**src/rtl/wavefront_pop_scheduler_pkg.sv**
```systemverilog
// Shared definitions for the wavefront pop scheduler.
//   IB_BANK_W       : number of physical input-buffer column FIFOs
//   wps_state_t     : scheduler FSM state encoding
//   wps_cfg_legal() : frame configuration legality check
// Optional feature macro used by the scheduler: WPS_STALL_CNT_EN
package wavefront_pop_scheduler_pkg;

    localparam int unsigned IB_BANK_W = 32;

    typedef enum logic [1:0] {
        ST_IDLE,
        ST_WAIT_IB,
        ST_WAVE,
        ST_SHIFT
    } wps_state_t;

    // Legal when 1 <= K <= H and 1 <= W <= bank width.
    function automatic logic wps_cfg_legal(
        input logic [31:0] w,
        input logic [31:0] h,
        input logic [3:0]  k,
        input logic [31:0] bank_w
    );
        logic [31:0] k_ext;
        k_ext = {28'd0, k};
        return (k_ext != '0) && (k_ext <= h) && (w != '0) && (w <= bank_w);
    endfunction

endpackage

```
**src/rtl/wavefront_pop_scheduler_skew_gen.sv**
```systemverilog
// wps_skew_gen: diagonal pop mask for one wave.
//   t_i   : wave cycle counter
//   k_i   : kernel rows K (>= 1)
//   w_i   : active columns W
//   pop_o : column c pops when c < W and c <= t <= c+K-1
// Equivalent to a shift register fed K ones at column 0 and shifting one
// column per cycle, truncated at column W.
module wps_skew_gen
    import wavefront_pop_scheduler_pkg::*;
#(
    parameter int unsigned BANK_WIDTH = IB_BANK_W,
    parameter int unsigned CNT_W      = 32
) (
    input  logic [CNT_W-1:0]      t_i,
    input  logic [3:0]            k_i,
    input  logic [CNT_W-1:0]      w_i,
    output logic [BANK_WIDTH-1:0] pop_o
);

    always_comb begin
        pop_o = '0;
        for (int unsigned c = 0; c < BANK_WIDTH; c++) begin
            pop_o[c] = (CNT_W'(c) < w_i) &&
                       (t_i >= CNT_W'(c)) &&
                       (t_i <= CNT_W'(c) + CNT_W'(k_i) - CNT_W'(1));
        end
    end

endmodule

```
**src/rtl/wavefront_pop_scheduler.sv**
```systemverilog
// wavefront_pop_scheduler: drives skewed per-column pops into the input
// buffer, one wave of W+K-1 cycles per output row, H-K+1 rows per frame.
// Ports:
//   clk_i, rst_sync_i        : clock, synchronous active-high reset
//   start_i                  : frame start pulse (only honoured in IDLE)
//   cfg_img_w_i/h_i/kernel_r : frame config, latched on an accepted start
//   ib_ready_i               : input buffer holds K valid rows
//   pop_o                    : per-column pop mask
//   pre_wave_done_o          : row finished, shift the window
//   sa_done_o                : frame finished
//   busy_o, cfg_err_o        : not idle / sticky illegal-config flag
//   row_idx_o                : current output row
//   stall_cnt_o              : WAIT_IB stall cycles (WPS_STALL_CNT_EN only)
// Macro: WPS_STALL_CNT_EN adds the stall counter.
module wavefront_pop_scheduler
    import wavefront_pop_scheduler_pkg::*;
#(
    parameter int unsigned BANK_WIDTH = IB_BANK_W,
    parameter int unsigned CNT_W      = 32
) (
    input  logic                  clk_i,
    input  logic                  rst_sync_i,
    input  logic                  start_i,
    input  logic [31:0]           cfg_img_w_i,
    input  logic [31:0]           cfg_img_h_i,
    input  logic [3:0]            cfg_kernel_r_i,
    input  logic                  ib_ready_i,
    output logic [BANK_WIDTH-1:0] pop_o,
    output logic                  pre_wave_done_o,
    output logic                  sa_done_o,
    output logic                  busy_o,
    output logic                  cfg_err_o,
    output logic [CNT_W-1:0]      row_idx_o
`ifdef WPS_STALL_CNT_EN
    ,
    output logic [CNT_W-1:0]      stall_cnt_o
`endif
);

    wps_state_t state_q, state_nxt;

    logic [31:0]           w_q;
    logic [31:0]           h_q;
    logic [3:0]            k_q;
    logic [CNT_W-1:0]      t_q;
    logic [CNT_W-1:0]      row_idx_q;
    logic                  cfg_err_q;
    logic                  cfg_ok;
    logic                  start_accept;
    logic [CNT_W-1:0]      wave_last;
    logic [CNT_W-1:0]      last_row;
    logic                  is_last_row;
    logic [BANK_WIDTH-1:0] skew_mask;

    assign cfg_ok       = wps_cfg_legal(cfg_img_w_i, cfg_img_h_i, cfg_kernel_r_i, 32'(BANK_WIDTH));
    assign start_accept = (state_q == ST_IDLE) && start_i && cfg_ok;
    // Last wave cycle index W+K-2; W,K >= 1 once latched, so no underflow.
    assign wave_last    = CNT_W'(w_q) + CNT_W'(k_q) - CNT_W'(2);
    assign last_row     = CNT_W'(h_q) - CNT_W'(k_q);
    assign is_last_row  = (row_idx_q == last_row);

    wps_skew_gen #(
        .BANK_WIDTH (BANK_WIDTH),
        .CNT_W      (CNT_W)
    ) u_skew_gen (
        .t_i   (t_q),
        .k_i   (k_q),
        .w_i   (CNT_W'(w_q)),
        .pop_o (skew_mask)
    );

    // State register
    always_ff @(posedge clk_i) begin
        if (rst_sync_i) begin
            state_q <= ST_IDLE;
        end else begin
            state_q <= state_nxt;
        end
    end

    // Next-state logic
    always_comb begin
        state_nxt = state_q;
        case (state_q)
            ST_IDLE:    if (start_accept)        state_nxt = ST_WAIT_IB;
            ST_WAIT_IB: if (ib_ready_i)          state_nxt = ST_WAVE;
            ST_WAVE:    if (t_q == wave_last)    state_nxt = ST_SHIFT;
            ST_SHIFT:   state_nxt = is_last_row ? ST_IDLE : ST_WAIT_IB;
            default:    state_nxt = ST_IDLE;
        endcase
    end

    // Outputs decoded from the current state so reset silences them at the edge.
    always_comb begin
        pop_o           = '0;
        pre_wave_done_o = 1'b0;
        sa_done_o       = 1'b0;
        busy_o          = (state_q != ST_IDLE);
        if (state_q == ST_WAVE) begin
            pop_o = skew_mask;
        end
        if (state_q == ST_SHIFT) begin
            pre_wave_done_o = !is_last_row;
            sa_done_o       = is_last_row;
        end
    end

    // Config latch, wave and row counters, error flag
    always_ff @(posedge clk_i) begin
        if (rst_sync_i) begin
            w_q       <= '0;
            h_q       <= '0;
            k_q       <= '0;
            t_q       <= '0;
            row_idx_q <= '0;
            cfg_err_q <= 1'b0;
        end else begin
            if (start_accept) begin
                w_q       <= cfg_img_w_i;
                h_q       <= cfg_img_h_i;
                k_q       <= cfg_kernel_r_i;
                row_idx_q <= '0;
                cfg_err_q <= 1'b0;
            end else if ((state_q == ST_IDLE) && start_i) begin
                cfg_err_q <= 1'b1;
            end

            // t is held at zero while waiting so the wave starts at t=0.
            if (state_q == ST_WAVE) begin
                t_q <= t_q + CNT_W'(1);
            end else begin
                t_q <= '0;
            end

            if ((state_q == ST_SHIFT) && !is_last_row) begin
                row_idx_q <= row_idx_q + CNT_W'(1);
            end
        end
    end

    assign cfg_err_o = cfg_err_q;
    assign row_idx_o = row_idx_q;

`ifdef WPS_STALL_CNT_EN
    logic [CNT_W-1:0] stall_cnt_q;

    // Counts WAIT_IB cycles where the buffer is not yet ready; saturating.
    always_ff @(posedge clk_i) begin
        if (rst_sync_i || start_accept) begin
            stall_cnt_q <= '0;
        end else if ((state_q == ST_WAIT_IB) && !ib_ready_i && (stall_cnt_q != '1)) begin
            stall_cnt_q <= stall_cnt_q + CNT_W'(1);
        end
    end

    assign stall_cnt_o = stall_cnt_q;
`endif

endmodule

```
**config.mk**
```make
export PLATFORM = sky130hd
export DESIGN_NAME = wavefront_pop_scheduler
export DESIGN_NICKNAME = d
export VERILOG_FILES = /design/src/rtl/wavefront_pop_scheduler_pkg.sv /design/src/rtl/wavefront_pop_scheduler_skew_gen.sv /design/src/rtl/wavefront_pop_scheduler.sv
export SDC_FILE = /design/constraint.sdc
export NUM_CORES = 1
export LEC_CHECK = 0
export CAP_MARGIN = 20
export CORE_ASPECT_RATIO = 2
export CORE_MARGIN = 2
export CORE_UTILIZATION = 60
export CTS_BUF_LIST = sky130_fd_sc_hd__clkbuf_16
export CTS_CLUSTER_SIZE = 20
export DETAILED_ROUTE_END_ITERATION = 16
export HOLD_SLACK_MARGIN = 0.1
export PLACE_DENSITY = 0.83
export SLEW_MARGIN = 20
export SYNTH_ARGS = -nofsm -noshare
export SYNTH_HDL_FRONTEND = slang
export SYNTH_HIERARCHICAL = 1
export SYNTH_SLANG_ARGS = --single-unit
export TNS_END_PERCENT = 30
```
**constraint.sdc**
```tcl
create_clock -name clk_i -period 5.5 [get_ports clk_i]
set_clock_uncertainty 0.15 [all_clocks]
set_input_delay 0.825 -clock clk_i [delete_from_list [all_inputs] [get_ports clk_i]]
set_output_delay 0.825 -clock clk_i [all_outputs]
set_load 0.05 [all_outputs]
```
==> flow_summary.ini <==
[timing]
rsz0062_at_grt = false
tightestPinTransition_ns = 1.014
final-max-slew-violation-count = 0
min_period_over_period = 0.9350
fmax_mhz = 194.4
slew_headroom = 0.3190
setup_tns_ns = 0
min_period_ns = 5.143
setup_violations = 0
hold_viol = 0

[power]
p_int_uw = 1686
power_frac_seq = 0.422
p_leak_uw = 0.007091
power.switching_uw = 675.3
pwr-share-comb = 0.115
swShare = 0.2859
p_clk_frac = 0.463
powerDensity_nw_per_um2 = 142.3
peakVddDrop_mv = 0.1781

[setup_path]
path_max_fanout = 11
r2r-end = state_q[0]$_SDFFE_PP0P_
cp.arrival_ns = 4.17
crit_start = k_q[1]$_SDFFE_PP0P_
crit_path_end_kind = primary output
timing.rr.start = w_q[1]$_SDFFE_PP0P_
worstRegToRegCells = 15
critPathLaunchType = register
regToRegSetupSlack_ns = 0.58
worstSetupPathType = register to primary output
crit_end = pre_wave_done_o
critical_path_required_ns = 4.53

[detailed_routing]
vias_per_cell = 6.477
drc = 1
vias = 14940
drt-initial-drc-count = 1462
wirelength_um = 45860
dr.pass1.iters = 12
final_antenna_net_count = 0
routedWlPerCell_um = 19.89

[logic_synthesis]
yosysUniqueCellTypes = 94
netlist_instances = 1871
async_reset_ff_frac = 0
synth-seq-area-share = 0.1889
yosysWarnings = 6
syn_avg_cell_area_um2 = 7.646
netlist_area_um2 = 14300
synth-main-ff-cell = dfxtp_1
synth_edf_count = 0
ys_seq_elements = 135

[cts]
cts_tree = done
clk_latency_ns = 0.44
numCtsBuffers = 17
post_cts_buffers = 0
clk_path_buf_depth = 2
root_buffer = clkbuf_16
clk_pin_slew_ns = 0.06
ctsHtreeMaxLevel = 4
cts.sinks = 135

[status]
status = finished with violations
violations = DRC

[finish]
layout.nets = 2277
register_area_um2 = 2706
layout_commonest_cell = ha_1
multi_input_area_um2 = 10980
most-common-layout-cells = 197 x ha_1, 176 x nor2_1, 140 x a21oi_1, 134 x nand2_1, 134 x clkdlybuf4s50_1
diodes = 0
nFillCells = 2026
final_util = 0.7026
final_layout_size_suffix_gt1_frac = 0.05250
syn2layout_area_growth_pct = 16.02

[global_routing]
grt_max_degree = 79
grt_pass1_vias = 14120
antenna_found_initial = 1
overflow = 0
grt_first_pass_wirelength_um = 73140
grt_usage = 0.3579

[placed_design]
numPortBuffers = 139
place_congestion = 1.032
hpwl_um = 35690

[job]
cap_violations = 0

[floorplanning]
core_area_um2 = 23620
pin_count = 140
dieArea_um2 = 25170
core.rowCount = 80
die_y_um = 222.4
initial_utilization = 0.6056
die_w_um = 113.2

[worst_hold_path]
min-delay-path-class = register to register
-- synthesized netlist by cell type, types with 8 or more instances --
cell type	number	area, µm²
a2111oi_0	8	70.07
a211oi_1	27	202.7
a21boi_0	9	67.56
a21o_1	26	195.2
a21oi_1	140	700.7
a31oi_1	33	206.5
and2_1	44	275.3
and3_1	27	168.9
and4_1	13	113.9
clkbuf_1	52	195.2
dfxtp_1	135	2703
ha_1	197	2465
inv_1	106	397.9
mux2i_1	42	420.4
nand2_1	134	503.0
nand2b_1	19	118.9
nand3_1	60	300.3
nand3b_1	13	97.59
nand4_1	46	287.8
nor2_1	176	660.6
nor2b_1	11	68.82
nor3_1	71	355.3
nor3b_1	8	60.06
nor4_1	56	350.3
o211ai_1	12	90.09
o21a_1	12	90.09
o21ai_0	81	405.4
o21bai_1	10	75.07
o22ai_1	8	50.05
or3_1	20	125.1
xnor2_1	65	569.3
xor2_1	52	455.4
-- logic make-up (layout without fill, tap and decap cells) --
| kind of cell | Yosys count | count (layout) | share of synthesized area |
|---|---|---|---|
| AO/OA/AOI/OAI | 455 | 455 | 0.2099 |
| other | 1 | 21 | 0.0002621 |
| multiplexers | 47 | 47 | 0.03411 |
| buffers and inverters | 176 | 304 | 0.05038 |
| XOR/XNOR | 118 | 118 | 0.07321 |
| flip-flops | 135 | 135 | 0.1889 |
| AND/OR/NAND/NOR | 740 | 740 | 0.2681 |
| adder cells (fa/ha/maj) | 199 | 199 | 0.1751 |
-- critical path: stages, from the launching register on --
cell and delay (ns):
dfxtp_2 0.46, inv_1 0.17, fa_1 0.45, a21o_1 0.25
and2_0 0.30, nor4_1 0.33, mux2_2 0.38, or3_1 0.37
or4_4 0.52, o21ai_4 0.18, inv_2 0.11, buf_4 0.21
-- how the worst min path moves through the flow --
stage | from | end | cells past startpoint
after floorplan | w_q[6]$_SDFFE_PP0P_ | w_q[6]$_SDFFE_PP0P_ | 2
after global placement | w_q[19]$_SDFFE_PP0P_ | w_q[19]$_SDFFE_PP0P_ | 2
after detailed placement | w_q[17]$_SDFFE_PP0P_ | w_q[17]$_SDFFE_PP0P_ | 2
after CTS | w_q[17]$_SDFFE_PP0P_ | w_q[17]$_SDFFE_PP0P_ | 2
after global routing | w_q[24]$_SDFFE_PP0P_ | w_q[24]$_SDFFE_PP0P_ | 2
final | w_q[17]$_SDFFE_PP0P_ | w_q[17]$_SDFFE_PP0P_ | 2
-- repair_timing --
item / in CTS / in global routing
endpoints found under the setup margin: 0 / 3
hold buffers: 0 / 0
resized for setup: 0 / 3
-- per-stage QoR --
step           setup slack (ns)  area [µm²]  hold WS (ns)  power [µW]  cells
2_1_floorplan            0.8079       14380        0.3091        1157   1891
3_3_place_gp             0.6791       16030        0.3262        1283   2274
3_5_place_dp             0.5012       16030        0.3297        1287   2274
4_1_cts                  0.1684       16590        0.3380        2368   2306
5_1_grt                  0.1156       16600        0.3624        2435   2306
6_report                 0.3572       16600        0.3393        2362   2306
-- flip-flops by register name (all words and copies together), names as in the netlist --
register	cells
h_q	32
row_idx_o	32
t_q	32
w_q	32
k_q	4
state_q	2
cfg_err_o	1
-- routing by layer --
layer  vias up  GRT usage  wire (µm)
met3       141    0.04719       3124
met4         2     0.1467       1911
met2       675     0.6038      21980
met1      6950     0.4560      18840
li1       7167          -          -
met5         -          0         11
-- power groups by stage --
stage	registers, µW	logic (µW)	clock network [µW]
final	997	272	1090
after global routing	998	292	1140
after CTS	996	269	1100
after detailed placement	1020	268	0
after global placement	1020	265	0
after floorplan	1020	136	0
-- final cells by class --
cell class | count | area share
timing repair buffer | 164 | 0.09574
tap | 287 | 0.02164
sequential | 135 | 0.1631
clock buffer | 17 | 0.02563
inverter | 108 | 0.02443
clock inverter | 15 | 0.008217
multi-input combinational | 1580 | 0.6613
Power figures use the tool's default switching activity.
